### src/rtl/qos_retry_arb.sv
`default_nettype none
// ============================================================================
// Module   : qos_retry_arb
// Brief    : QoS retry-slot arbiter. It picks the highest pending class, with
//            a starvation override that forces lower-class service. Within a
//            class, slots are served round-robin. The handshake is
//            offer/clean, and a cleared slot emits a one-cycle clean pulse.
// Revision : 1.0 - initial release
// ============================================================================
module qos_retry_arb #(
  parameter int SLOT_NUM       = 4,
  parameter int QOS_CLASS_TYPE = 4,
  parameter int STARVE_LIMIT   = 15
) (
  input  logic                                 clk,
  input  logic                                 rst_n,
  input  logic [SLOT_NUM*QOS_CLASS_TYPE-1:0]   slot_flag,
  input  logic                                 grant_ready,
  output logic                                 grant_valid,
  output logic [$clog2(SLOT_NUM)-1:0]          grant_slot,
  output logic [$clog2(QOS_CLASS_TYPE)-1:0]    grant_class,
  output logic                                 grant_starve,
  output logic [SLOT_NUM-1:0]                  slot_clean
);

  localparam int SW  = $clog2(SLOT_NUM);
  localparam int SW1 = SW + 1;
  localparam int CW  = $clog2(QOS_CLASS_TYPE);
  localparam int TW  = $clog2(STARVE_LIMIT + 1);

  localparam logic [1:0] IDLE  = 2'd0;
  localparam logic [1:0] OFFER = 2'd1;
  localparam logic [1:0] CLEAN = 2'd2;

  localparam logic [TW-1:0]  STARVE_MAX = TW'(STARVE_LIMIT);
  localparam logic [SW-1:0]  LAST_SLOT  = SW'(SLOT_NUM - 1);
  localparam logic [SW1-1:0] SLOT_WRAP  = SW1'(SLOT_NUM);

  logic [1:0]                state, state_nxt;
  logic [SW-1:0]             rr_ptr;
  logic [TW-1:0]             starve_cnt;
  logic                      lower_seen;   // a class below the granted one was pending when chosen

  logic [CW-1:0]             slot_cls [SLOT_NUM];
  logic [SLOT_NUM-1:0]       slot_req;
  logic [QOS_CLASS_TYPE-1:0] cls_pend;
  logic [CW-1:0]             hi_cls, lo_cls, win_cls;
  logic                      win_starve, win_lower, win_found;
  logic [SW-1:0]             win_slot, rr_idx;
  logic [SW1-1:0]            rr_sum;
  logic                      any_flag, handshake;

  assign any_flag  = |slot_flag;
  assign handshake = (state == OFFER) && grant_ready;

  // Per-slot class decode: highest set flag bit wins, empty vector = no request
  always_comb begin
    slot_req = '0;
    cls_pend = '0;
    for (int s = 0; s < SLOT_NUM; s++) begin
      slot_cls[s] = '0;
      for (int c = 0; c < QOS_CLASS_TYPE; c++) begin
        if (slot_flag[s*QOS_CLASS_TYPE + c]) begin
          slot_cls[s] = CW'(c);
          slot_req[s] = 1'b1;
        end
      end
      if (slot_req[s]) cls_pend[slot_cls[s]] = 1'b1;
    end
  end

  // Winning class (with starvation override) and round-robin slot within it
  always_comb begin
    hi_cls = '0;
    lo_cls = '0;
    for (int c = 0; c < QOS_CLASS_TYPE; c++)
      if (cls_pend[c]) hi_cls = CW'(c);
    for (int c = QOS_CLASS_TYPE - 1; c >= 0; c--)
      if (cls_pend[c]) lo_cls = CW'(c);
    win_starve = (starve_cnt == STARVE_MAX) && (lo_cls < hi_cls);
    win_cls    = win_starve ? lo_cls : hi_cls;
    win_lower  = any_flag && (lo_cls < win_cls);
    win_slot   = '0;
    win_found  = 1'b0;
    rr_sum     = '0;
    rr_idx     = '0;
    for (int k = 0; k < SLOT_NUM; k++) begin
      rr_sum = {1'b0, rr_ptr} + SW1'(k);
      if (rr_sum >= SLOT_WRAP) rr_sum = rr_sum - SLOT_WRAP;
      rr_idx = rr_sum[SW-1:0];
      if (!win_found && slot_req[rr_idx] && (slot_cls[rr_idx] == win_cls)) begin
        win_slot  = rr_idx;
        win_found = 1'b1;
      end
    end
  end

  // State register
  always_ff @(posedge clk or negedge rst_n) begin
    if (!rst_n) state <= IDLE;
    else        state <= state_nxt;
  end

  // Next-state logic
  always_comb begin
    state_nxt = state;
    case (state)
      IDLE:    if (any_flag) state_nxt = OFFER;
      OFFER:   if (grant_ready) state_nxt = CLEAN;
      CLEAN:   state_nxt = IDLE;
      default: state_nxt = IDLE;
    endcase
  end

  // Outputs decoded from state; clean pulse targets the held grant slot
  always_comb begin
    grant_valid = (state == OFFER);
    slot_clean  = '0;
    if (state == CLEAN) slot_clean[grant_slot] = 1'b1;
  end

  // Capture the selection on IDLE->OFFER; it stays frozen until the next selection
  always_ff @(posedge clk or negedge rst_n) begin
    if (!rst_n) begin
      grant_slot   <= '0;
      grant_class  <= '0;
      grant_starve <= 1'b0;
      lower_seen   <= 1'b0;
    end else if ((state == IDLE) && any_flag) begin
      grant_slot   <= win_slot;
      grant_class  <= win_cls;
      grant_starve <= win_starve;
      lower_seen   <= win_lower;
    end
  end

  // Round-robin pointer and starvation counter advance on handshake
  always_ff @(posedge clk or negedge rst_n) begin
    if (!rst_n) begin
      rr_ptr     <= '0;
      starve_cnt <= '0;
    end else if (handshake) begin
      rr_ptr <= (grant_slot == LAST_SLOT) ? '0 : grant_slot + 1'b1;
      if (grant_starve || !lower_seen)  starve_cnt <= '0;
      else if (starve_cnt != STARVE_MAX) starve_cnt <= starve_cnt + 1'b1;
    end
  end

endmodule
`default_nettype wire
### config.mk
export PLATFORM = sky130hd
export DESIGN_NAME = qos_retry_arb
export DESIGN_NICKNAME = d
export VERILOG_FILES = /design/src/rtl/qos_retry_arb.sv
export SDC_FILE = /design/constraint.sdc
export NUM_CORES = 1
export LEC_CHECK = 0
export BUFFER_PORTS_ARGS = -buffer_cell sky130_fd_sc_hd__buf_2
export CAP_MARGIN = 20
export CORE_ASPECT_RATIO = 0.5
export CORE_UTILIZATION = 55
export CTS_BUF_LIST = sky130_fd_sc_hd__clkbuf_8
export CTS_CLUSTER_SIZE = 24
export DETAILED_ROUTE_END_ITERATION = 8
export PLACE_DENSITY = 0.89
export SETUP_SLACK_MARGIN = 0.15
export SLEW_MARGIN = 20
export SYNTH_ARGS = -nofsm -noshare
export SYNTH_HDL_FRONTEND = slang
export SYNTH_SLANG_ARGS = --single-unit
### constraint.sdc
create_clock -name clk -period 7.7 [get_ports clk]
set_input_delay 1.925 -clock clk [delete_from_list [all_inputs] [get_ports clk]]
set_output_delay 1.925 -clock clk [all_outputs]
set_load 0.01 [all_outputs]
==> results of run 1 <==
==> final timing paths <==
check                              startpoint       endpoint  cells past startpoint
worst max-delay path             slot_flag[3]  grant_slot[1]                     14
worst min-delay path             grant_starve   grant_starve                      1
worst max register to register  starve_cnt[0]  grant_slot[1]                     10
worst min register to register   grant_starve   grant_starve                      1
max in group asynchronous               rst_n   grant_starve                      1
min in group asynchronous               rst_n       state[1]                      1
==> cell usage in the layout (no fill, tap or decap), types with 2 or more instances in the layout <==
cell type	netlist	layout
a22o_1	2	2
nand2_1	18	18
o21ai_0	8	8
buf_2	0	28
ha_1	7	7
clkbuf_8	0	3
nand3_1	3	3
nand3b_1	2	2
or4_1	2	2
nand2b_1	5	5
xor2_1	5	5
nor2b_1	5	5
a31oi_1	2	2
mux2_2	2	2
and2_1	7	7
xnor2_1	2	2
inv_1	10	10
a21oi_1	11	11
dfrtp_1	14	14
o21bai_1	2	2
and3_1	2	2
or3_1	3	3
nor4_1	3	3
nor2_1	20	20
mux2i_1	9	9
nor3_1	7	7
a221oi_1	3	3
a211oi_1	2	2
a21o_1	2	2
==> logic make-up (layout without fill, tap and decap cells) <==
logic type	Yosys count	in the layout	share of synthesized area (%)
xor gates and xnor gates	7	7	4.20
DFF	14	14	24.0
adders and majority gates	7	7	6.00
AOI/OAI and AO/OA	44	44	23.3
muxes	12	12	9.25
and+or+nand+nor	83	83	29.0
buffers and inverters	16	41	4.20
==> layout make-up <==
cell class,count,share of cell area [%]
clock buffers,3,2.48
inverters,10,2.26
multi-input cells,153,63.1
flip-flops and latches,14,21.1
well taps,35,2.64
repair buffers,28,8.43
==> flip-flops by register name (all words and copies together) (netlist names) <==
signal	count
grant_class	2
grant_slot	2
grant_starve	1
lower_seen	1
rr_ptr	2
starve_cnt	4
state	2
==> power by group through the flow <==
stage / clock network, mW / logic, mW / registers (mW)
2_1_floorplan: 0 / 0.203 / 0.129
3_3_place_gp: 0 / 0.238 / 0.147
3_5_place_dp: 0 / 0.246 / 0.148
4_1_cts: 0.0582 / 0.249 / 0.147
5_1_grt: 0.0627 / 0.275 / 0.154
6_report: 0.0584 / 0.250 / 0.148
==> routing by layer <==
layer	vias to the layer above	track usage [%]
met5	-	0
met4	0	4.72
met3	2	3.95
met2	42	42.8
met1	645	34.3
li1	716	-
==> synthesized netlist by cell type (all sizes together), types with 3 or more instances <==
library cell	instances	area [sq um]
a21oi	11	55.1
clkbuf	6	23.8
o21ai	9	45.0
nor2b	5	31.3
nand2	18	67.6
or3	3	18.8
inv	10	37.5
a221oi	4	52.6
a211oi	4	47.5
nor3	7	35.0
nand3	3	15.0
xor2	5	43.8
mux2i	9	90.1
nor4	3	18.8
and2	7	43.8
dfrtp	14	350
ha	7	87.6
nor2	21	81.3
nand2b	5	31.3
==> run metrics, run 1 <==
Period minus WS final 5.27 ns; Comb pwr share 54.7%; endpoints failing setup 0; Area Growth Syn to Fin 13.8%; CTS Buf Count 3; slew margin rel. 37.6%; post-layout util 70.5%; number of flops mapped to enable cells by yosys 0; Yosys warning count 0; max cap viols 0; CTS tree yes; Final period util 68.4%; clock skew 0.00297 ns; delay of the slowest critical-path stage 0.46 ns; Post-synth ARST share 100%; row count 12; fin nets 236; root buf cell clkbuf_8; RSZ-0062 raised after global routing false; routed length per instance 13.7 um; Hold Crit Class reg -> reg; Slowest-stage cell, CP o31ai_2; PwrDens 275 nW/um^2; share of cells above drive strength 1 19.7%; DRT iter0 DRCs 144; Sw Ratio 45.7%; Final Non-Filler Cells 243; max-slew violations 0; antenna-violating nets left 0; core area 2360 sq um; DRC 0; CP required 7.83 ns; Cell Area, Placed 1620 sq um; io pins 29; Psw 0.208 mW; Reg2Reg Setup Slack 4.90 ns; total power 0.456 mW; Fin. Hold Viols 0; cell area after synthesis 1460 sq um; Filler cells 187; Netlist cell types 48; Die W 74.9 um; met3 wire len 215 um; Setup TNS 0 ns; final instance area 1660 sq um; post-place setup slack 2.21 ns; CP Cell Sequence buf_2 -> nor2_1 -> a221oi_1 -> nand2_1 -> nor3_1 -> ha_1 -> nor2_1 -> nor3_1 -> a221oi_4 -> nor4_1 -> o31ai_2 -> o21ai_0 -> and2_1 -> o31a_1; WL met1 1570 um; Leak Pwr 0.801 nW; hold slack 0.496 ns; maximum fanout along the worst path 8; CTS sink cnt 14; met2 wire len 1540 um; Clock Tree Buf Depth 2; DR vias 1405; vias per cell 5.78; Max VDD drop 0.126 mV; Clk network pwr share 12.8%; routability cong. 0.955; Buffers on Ports 28; postcts setup bufs 0; first-pass GRT wire length 5350 um; total global routing track utilization 25.2%; TritonRoute pass-1 iters 4; register clock-pin slew on the reported worst setup and hold paths 0.05 ns; initial antenna violation count 0; H-tree levels 1; Max Used Layer met4; largest net degree at the start of global routing 23; Post-Route WL 3330 um; Int Pwr 0.248 mW; Worst-Skew Late Latency 0.24 ns; HPWL Detailed 2670 um; ant diodes 0; hold_buf cts 0; Seq/Total Area, Yosys 24.0%; number of global-route vias before repair 1203; outcome complete, no violations; Arr. time, crit path 5.40 ns; sequential share of power 32.5%; Synth Flop Type dfrtp_1; cell count after synthesis 183; slew at the pin closest to its max-slew limit 0.929 ns; die height 38.4 um; CP endpoint kind flop; Initial Utilization 61.9%; FF+latch area 350 sq um; syn nets 209; synthesized area per cell 7.98 sq um; multi-input logic area 1050 sq um; post-route worst setup slack 2.43 ns; worst path bufs/invs 1; CP delay by family, top compound AO/OA/AOI/OAI gates; f_max 190 MHz; critical path type in -> reg; placed cells 240; CTS resizes 0; crit path launch type input port; Synth Register Bits 14; die area 2880 sq um; GRT Residual Overflow 0
Power figures use the tool's default switching activity.
==> inputs of run 2 (changes only) <==
- ABC_AREA: default -> 1
- PLACE_DENSITY: 0.89 -> 0.88
- clock period: 7.7 -> 5.53 ns (I/O delays scaled with it)
==> run 2 against run 1 <==
Net effect:
- the flow now finishes with violations (DRC)
- first-iteration DRC count is 2.1% lower
- final cell count is 28% higher
- critical path depth is 6 higher
- critical path type unchanged
- clock skew is 0.0016 ns lower
- setup slack worse by 0.49 ns
- combinational power is 110% higher
- largest cell class unchanged
- sequential share of layout area is 1.1 points lower
- largest power group unchanged
- design area is 5.6% higher
- sequential power is 32% higher
- synthesized cell count is 34% higher
- utilization is 3.5 points lower
==> run metrics, run 2 <==
outcome finished with violations (was complete, no violations); failing checks DRC; Clock Tree Buf Depth 2 (unchanged); CP endpoint kind flop (unchanged); max cap viols 0 (unchanged); first-pass GRT wire length 5980 um (was 5350 um); routability cong. 0.877 (was 0.955); worst path bufs/invs 4 (was 1); CP delay by family, top simple AND/OR/NAND/NOR gates (was compound AO/OA/AOI/OAI gates); Filler cells 219 (was 187); delay of the slowest critical-path stage 0.39 ns (was 0.46 ns); ant diodes 0 (unchanged); multi-input logic area 1010 sq um (was 1050 sq um); Buffers on Ports 28 (unchanged); Fin. Hold Viols 0 (unchanged); FF+latch area 350 sq um (unchanged); CP required 5.64 ns (was 7.83 ns); largest net degree at the start of global routing 17 (was 23); slew at the pin closest to its max-slew limit 0.674 ns (was 0.929 ns); fin nets 302 (was 236); final instance area 1760 sq um (was 1660 sq um); critical path type in -> reg (unchanged); H-tree levels 1 (unchanged); compound-cell area share of the yosys netlist 14.2% (was 23.3%); routed length per instance 11.8 um (was 13.7 um); RSZ-0062 raised after global routing false (unchanged); post-synthesis mux area share 0% (was 9.25%); Post-synth ARST share 100% (unchanged); slew margin rel. 54.7% (was 37.6%); Final period util 64.8%; Initial Utilization 58.5% (was 61.9%); Cell Area, Placed 1700 sq um (was 1620 sq um); CTS Buf Count 3 (unchanged); vias per cell 5.31 (was 5.78); register clock-pin slew on the reported worst setup and hold paths 0.06 ns (was 0.05 ns); Slowest-stage cell, CP nor4_4 (was o31ai_2); antenna-violating nets left 0 (unchanged); DR vias 1657 (was 1405); hold_buf cts 0 (unchanged); Netlist cell types 26 (was 48); root buf cell clkbuf_8 (unchanged); CTS sink cnt 14 (unchanged); initial antenna violation count 0 (unchanged); max-slew violations 0 (unchanged); post-place setup slack 1.70 ns (was 2.21 ns); number of global-route vias before repair 1400 (was 1203); Synth Register Bits 14 (unchanged); synthesized area per cell 6.23 sq um (was 7.98 sq um); CTS tree yes (unchanged); Setup TNS 0 ns (unchanged); syn nets 272 (was 209); most frequent cells in the layout 61 x nand2_1, 39 x inv_1, 36 x o21ai_0 (was 28 x buf_2, 20 x nor2_1, 18 x nand2_1); top cells by count, synth 61 x nand2_1, 39 x inv_1, 36 x o21ai_0 (was 20 x nor2_1, 18 x nand2_1, 14 x dfrtp_1); die height 39.3 um (was 38.4 um); CP Cell Sequence buf_2 -> inv_1 -> nand4_1 -> inv_1 -> nand2_1 -> inv_1 -> nor2_1 -> ha_1 -> nor4_4 -> nand2_2 -> nand2_4 -> nand2_4 -> nand2_1 -> nand2_1 -> nor2_2 -> nor2_2 -> nand3_1 -> nand2_1 -> nand3_1 -> o21ai_0 (was buf_2 -> nor2_1 -> a221oi_1 -> nand2_1 -> nor3_1 -> ha_1 -> nor2_1 -> nor3_1 -> a221oi_4 -> nor4_1 -> o31ai_2 -> o21ai_0 -> and2_1 -> o31a_1); Leak Pwr 0.946 nW (was 0.801 nW); io pins 29 (unchanged); TritonRoute pass-1 iters 7 (was 4); largest register by flop count starve_cnt (unchanged); maximum fanout along the worst path 6 (was 8); die area 3010 sq um (was 2880 sq um); postcts setup bufs 0 (unchanged); CP most frequent cell nand2_1; post-route worst setup slack 1.94 ns (was 2.43 ns); Synth Flop Type dfrtp_1 (unchanged); number of flops mapped to enable cells by yosys 0 (unchanged); synth top area cells dfrtp_1 23%, nand2_1 15%, o21ai_0 12% (was dfrtp_1 24%, mux2i_1 6.2%, ha_1 6.0%); Post-Route WL 3700 um (was 3330 um); XOR/XNOR share of the synthesized area 1.63% (was 4.20%); crit path launch type input port (unchanged); DRC 2 (was 0); PwrDens 474 nW/um^2 (was 275 nW/um^2); f_max 279 MHz; Yosys warning count 0 (unchanged); Arr. time, crit path 3.69 ns (was 5.40 ns); cell area after synthesis 1530 sq um (was 1460 sq um); main combinational cell family by area after synthesis simple AND/OR/NAND/NOR gates (unchanged); max reg flops 4 (unchanged); row count 13 (was 12); CTS resizes 0 (unchanged); endpoints failing setup 0 (unchanged); total global routing track utilization 25.8% (was 25.2%); core area 2620 sq um (was 2360 sq um); Seq/Total Area, Yosys 22.9% (was 24.0%); Die W 76.6 um (was 74.9 um); GRT Residual Overflow 0 (unchanged); commonest non-fill, non-tap cell in the layout nand2_1 (was buf_2); Adder-Cell Fraction of Synth Area 5.72% (was 6.00%); Area Growth Syn to Fin 14.6% (was 13.8%); Max VDD drop 0.187 mV (was 0.126 mV); most common cell in the netlist nand2_1 (was nor2_1); clock skew 0.00136 ns (was 0.00297 ns); largest area contributor in the netlist dfrtp_1 (unchanged); post-synth top area share 22.9% (was 24.0%); cell count after synthesis 246 (was 183); Period minus WS final 3.59 ns; share of cells above drive strength 1 21.1% (was 19.7%); Hold Crit Class reg -> reg (unchanged); HPWL Detailed 2880 um (was 2670 um); DRT iter0 DRCs 141 (was 144); post-layout util 67.0% (was 70.5%); Worst-Skew Late Latency 0.25 ns (was 0.24 ns); simple-gate share of the synthesized area 44.6% (was 29.0%)
## run 2: cell types whose count changed in the layout (fill, tap and decap cells not counted), sizes merged, moves of 4 or more
| cell | change |
|---|---|
| a211oi | -4 |
| a21oi | -8 |
| a221oi | -4 |
| and2 | -7 |
| inv | +30 |
| mux2i | -9 |
| nand2 | +56 |
| nand2b | -5 |
| nand3 | +18 |
| nor2 | +9 |
| nor2b | -5 |
| o21ai | +27 |
## run 2: power by group
group / switching (mW) / internal [mW] / leakage [nW]
clock network: 0.0378 / 0.0631 / 0.0288
logic: 0.348 / 0.187 / 0.743
registers: 0.0509 / 0.145 / 0.174
total: 0.437 / 0.395 / 0.946
## run 2: area by class of cell
cell class	count	area share, %
tap	37	2.64
clock buffer	4	3.14
timing repair buffer	28	7.98
sequential	14	20.0
multi-input combinational	189	57.7
inverter	40	8.55
## run 2: through the flow
stage          total power, mW  hold slack (ns)  cells
5_1_grt                  0.919            0.540    312
2_1_floorplan            0.597            0.475    246
3_3_place_gp             0.689            0.462    308
3_5_place_dp             0.717            0.486    308
6_report                 0.831            0.530    312
4_1_cts                  0.826            0.519    312
## run 2: worst register-to-register path, stage by stage, from the launching register on
cell and delay (ns):
dfrtp_1 0.61, inv_1 0.32, o21ai_0 0.38, nand2_1 0.09
o21ai_0 0.11, inv_1 0.06, nand3_1 0.11, nand2_1 0.06
nand3b_1 0.18, a21oi_1 0.14, nand2_1 0.07, nand3_1 0.06
o21ai_0 0.07
## run 2: cells by family (layout without fill, tap and decap cells)
logic type,Yosys count,after routing
buf+inv,43,72
flops,14,14
compound gates,42,42
fa+ha+maj,7,7
xor+xnor,2,2
simple gates,138,138
## run 2: final timing paths
check	startpoint	to	slack [ns]	depth (start not counted)
max in group asynchronous	rst_n	grant_class[0]	4.29	1
max reg2reg	rr_ptr[0]	grant_slot[0]	3.11	12
min in group asynchronous	rst_n	state[1]	1.01	1
max	slot_flag[7]	grant_slot[0]	1.94	20
min reg2reg	grant_class[1]	grant_class[1]	0.53	2
min	grant_class[1]	grant_class[1]	0.53	2
## run 2: metal layers
metal / up-vias / wire (um) / track usage [%]
li1: 846 / - / -
met1: 737 / 1640 / 30.6
met2: 67 / 1780 / 50.5
met3: 7 / 224 / 2.33
met4: 0 / 46 / 11.5
met5: - / 0 / 0
==> inputs of run 3 (changes only) <==
- CORE_UTILIZATION: 55 -> 52
- clock period: 5.53 -> 3 ns (I/O delays scaled with it)
==> run 3 against run 2 <==
Net effect:
- the run now ends clean
- first-iteration DRC count fell by 4.3%
- non-clock buffer count rose by 14
- register-to-register slack worse by 2.6 ns
- count of clock-buffer cells in the layout unchanged
- largest cell class unchanged
==> run metrics, run 3 (same netlist as run 2, synthesis figures left out) <==
largest register by flop count starve_cnt (unchanged); die area 3180 sq um (was 3010 sq um); largest net degree at the start of global routing 17 (unchanged); Int Pwr 0.777 mW (was 0.395 mW); post-route worst setup slack 0.188 ns (was 1.94 ns); row count 13 (unchanged); first-pass GRT wire length 5580 um (was 5980 um); antenna-violating nets left 0 (unchanged); DRC 0 (was 2); maximum fanout along the worst path 6 (unchanged); Worst Setup SP slot_flag[2] (was slot_flag[7]); io pins 29 (unchanged); share of cells above drive strength 1 33.2% (was 21.1%); Clock Tree Buf Depth 2 (unchanged); core area 2700 sq um (was 2620 sq um); CP required 3.12 ns (was 5.64 ns); max cap viols 0 (unchanged); RSZ-0062 raised after global routing false (unchanged); slew margin rel. 70.4% (was 54.7%); outcome complete, no violations (was finished with violations); CTS sink cnt 14 (unchanged); Buffers on Ports 28 (unchanged); Leak Pwr 1.03 nW (was 0.946 nW); Psw 0.841 mW (was 0.437 mW); Max VDD drop 0.344 mV (was 0.187 mV); vias per cell 5.39 (was 5.31); max reg flops 4 (unchanged); DRT iter0 DRCs 135 (was 141); fin nets 316 (was 302); PwrDens 807 nW/um^2 (was 474 nW/um^2); TritonRoute pass-1 iters 4 (was 7); sequential share of power 22.2% (was 23.5%); Initial Utilization 56.7% (was 58.5%); Area Growth Syn to Fin 30.9% (was 14.6%); routed length per instance 12.3 um (was 11.8 um); root buf cell clkbuf_8 (unchanged); RR Startpoint rr_ptr[0] (unchanged); register clock-pin slew on the reported worst setup and hold paths 0.06 ns (about the same); most frequent cells in the layout 51 x nand2_1, 36 x o21ai_0, 33 x inv_1 (was 61 x nand2_1, 39 x inv_1, 36 x o21ai_0); Die W 78.8 um (was 76.6 um); Setup TNS 0 ns (unchanged); Hold Crit Class in -> async (was reg -> reg); Arr. time, crit path 2.93 ns (was 3.69 ns); final instance area 2000 sq um (was 1760 sq um); post-place setup slack -0.126 ns (was 1.70 ns); slew at the pin closest to its max-slew limit 0.444 ns (was 0.674 ns); CTS Buf Count 3 (unchanged); max-slew violations 0 (unchanged); HPWL Detailed 2810 um (was 2880 um); CTS tree yes (unchanged); Fin. Hold Viols 0 (unchanged); number of global-route vias before repair 1342 (was 1400); Period minus WS final 2.81 ns; endpoints failing setup 0 (unchanged); Clk network pwr share 11.3% (was 12.1%); die height 40.4 um (was 39.3 um); H-tree levels 1 (unchanged); GRT Residual Overflow 0 (unchanged); clock skew 0.00504 ns (was 0.00136 ns); total power 1.62 mW (was 0.831 mW); crit path launch type input port (unchanged); f_max 356 MHz; Comb pwr share 66.5% (was 64.3%); Sw Ratio 52.0% (was 52.5%); initial antenna violation count 0 (unchanged); Worst-Skew Late Latency 0.24 ns (was 0.25 ns); CP endpoint kind flop (unchanged); ant diodes 0 (unchanged); total global routing track utilization 22.8% (was 25.8%); DR vias 1757 (was 1657); routability cong. 0.889 (was 0.877); Post-Route WL 4000 um (was 3700 um); Final period util 93.7%; commonest non-fill, non-tap cell in the layout nand2_1 (unchanged); Cell Area, Placed 1760 sq um (was 1700 sq um); critical path type in -> reg (unchanged)
run 3: cell types whose count changed in the layout (fill, tap and decap cells not counted), sizes merged:
| cell | delta |
|---|---|
| buf | +14 |
run 3: what timing repair did:
item | 4_1_cts | 5_1_grt
gates resized for setup | 0 | 46
pin swaps | 1 | 21
setup buffers | 0 | 6
setup endpoints to repair | 2 | 2
hold buffers | 0 | 0
run 3: stage by stage:
step	instances	util [%]	hold slack (ns)
2_1_floorplan	246	-	0.454
3_3_place_gp	316	65.2	0.468
3_5_place_dp	316	65.2	0.479
4_1_cts	320	67.2	0.397
5_1_grt	326	74.2	0.413
6_report	326	74.2	0.384
run 3: area by class of cell:
class,count,area (sq um)
Tap cell,37,46.3
Multi-Input combinational cell,189,1110
Timing Repair Buffer,42,280
Sequential cell,14,350
Fill cell,206,696
Clock buffer,4,55.1
Inverter,40,160
run 3: critical path, stage by stage:
cell	delay, ns
buf_2	0.11
inv_2	0.07
nand2_2	0.09
nor3_4	0.15
nor2_4	0.06
nand2_2	0.10
nor2_4	0.06
ha_4	0.15
nor4_4	0.35
nand3_2	0.21
nand2_4	0.14
nand2_2	0.05
nand2_1	0.11
nand3b_1	0.14
a21oi_1	0.16
nand2_1	0.07
nand3_1	0.07
o21ai_0	0.08
run 3: path summary, 6_finish.rpt:
path	end	slack, ns	cells after the start
setup / recovery	grant_slot[0]	0.19	18
hold / removal	state[0]	0.38	1
setup reg to reg	grant_slot[1]	0.52	14
hold reg to reg	grant_class[1]	0.49	2
max in group asynchronous	grant_slot[0]	2.38	1
min in group clk	grant_class[1]	0.49	2
run 3: per-layer routing:
layer	vias to the layer above	wire length, um	track usage (%)	part of all wire (%)
met5	-	0	0	0
met4	0	71	6.94	1.8
met3	12	321	1.59	8.0
met2	85	1860	40.0	47
met1	783	1740	31.1	44
li1	877	-	-	-
run 3: power groups by stage:
| stage | clock, mW | sequential (mW) | combinational [mW] |
|---|---|---|---|
| finish | 0.182 | 0.359 | 1.08 |
| detailed placement | 0 | 0.358 | 0.963 |
| floorplan | 0 | 0.329 | 0.772 |
| global placement | 0 | 0.355 | 0.933 |
| global route | 0.189 | 0.371 | 1.20 |
| CTS | 0.182 | 0.357 | 0.968 |
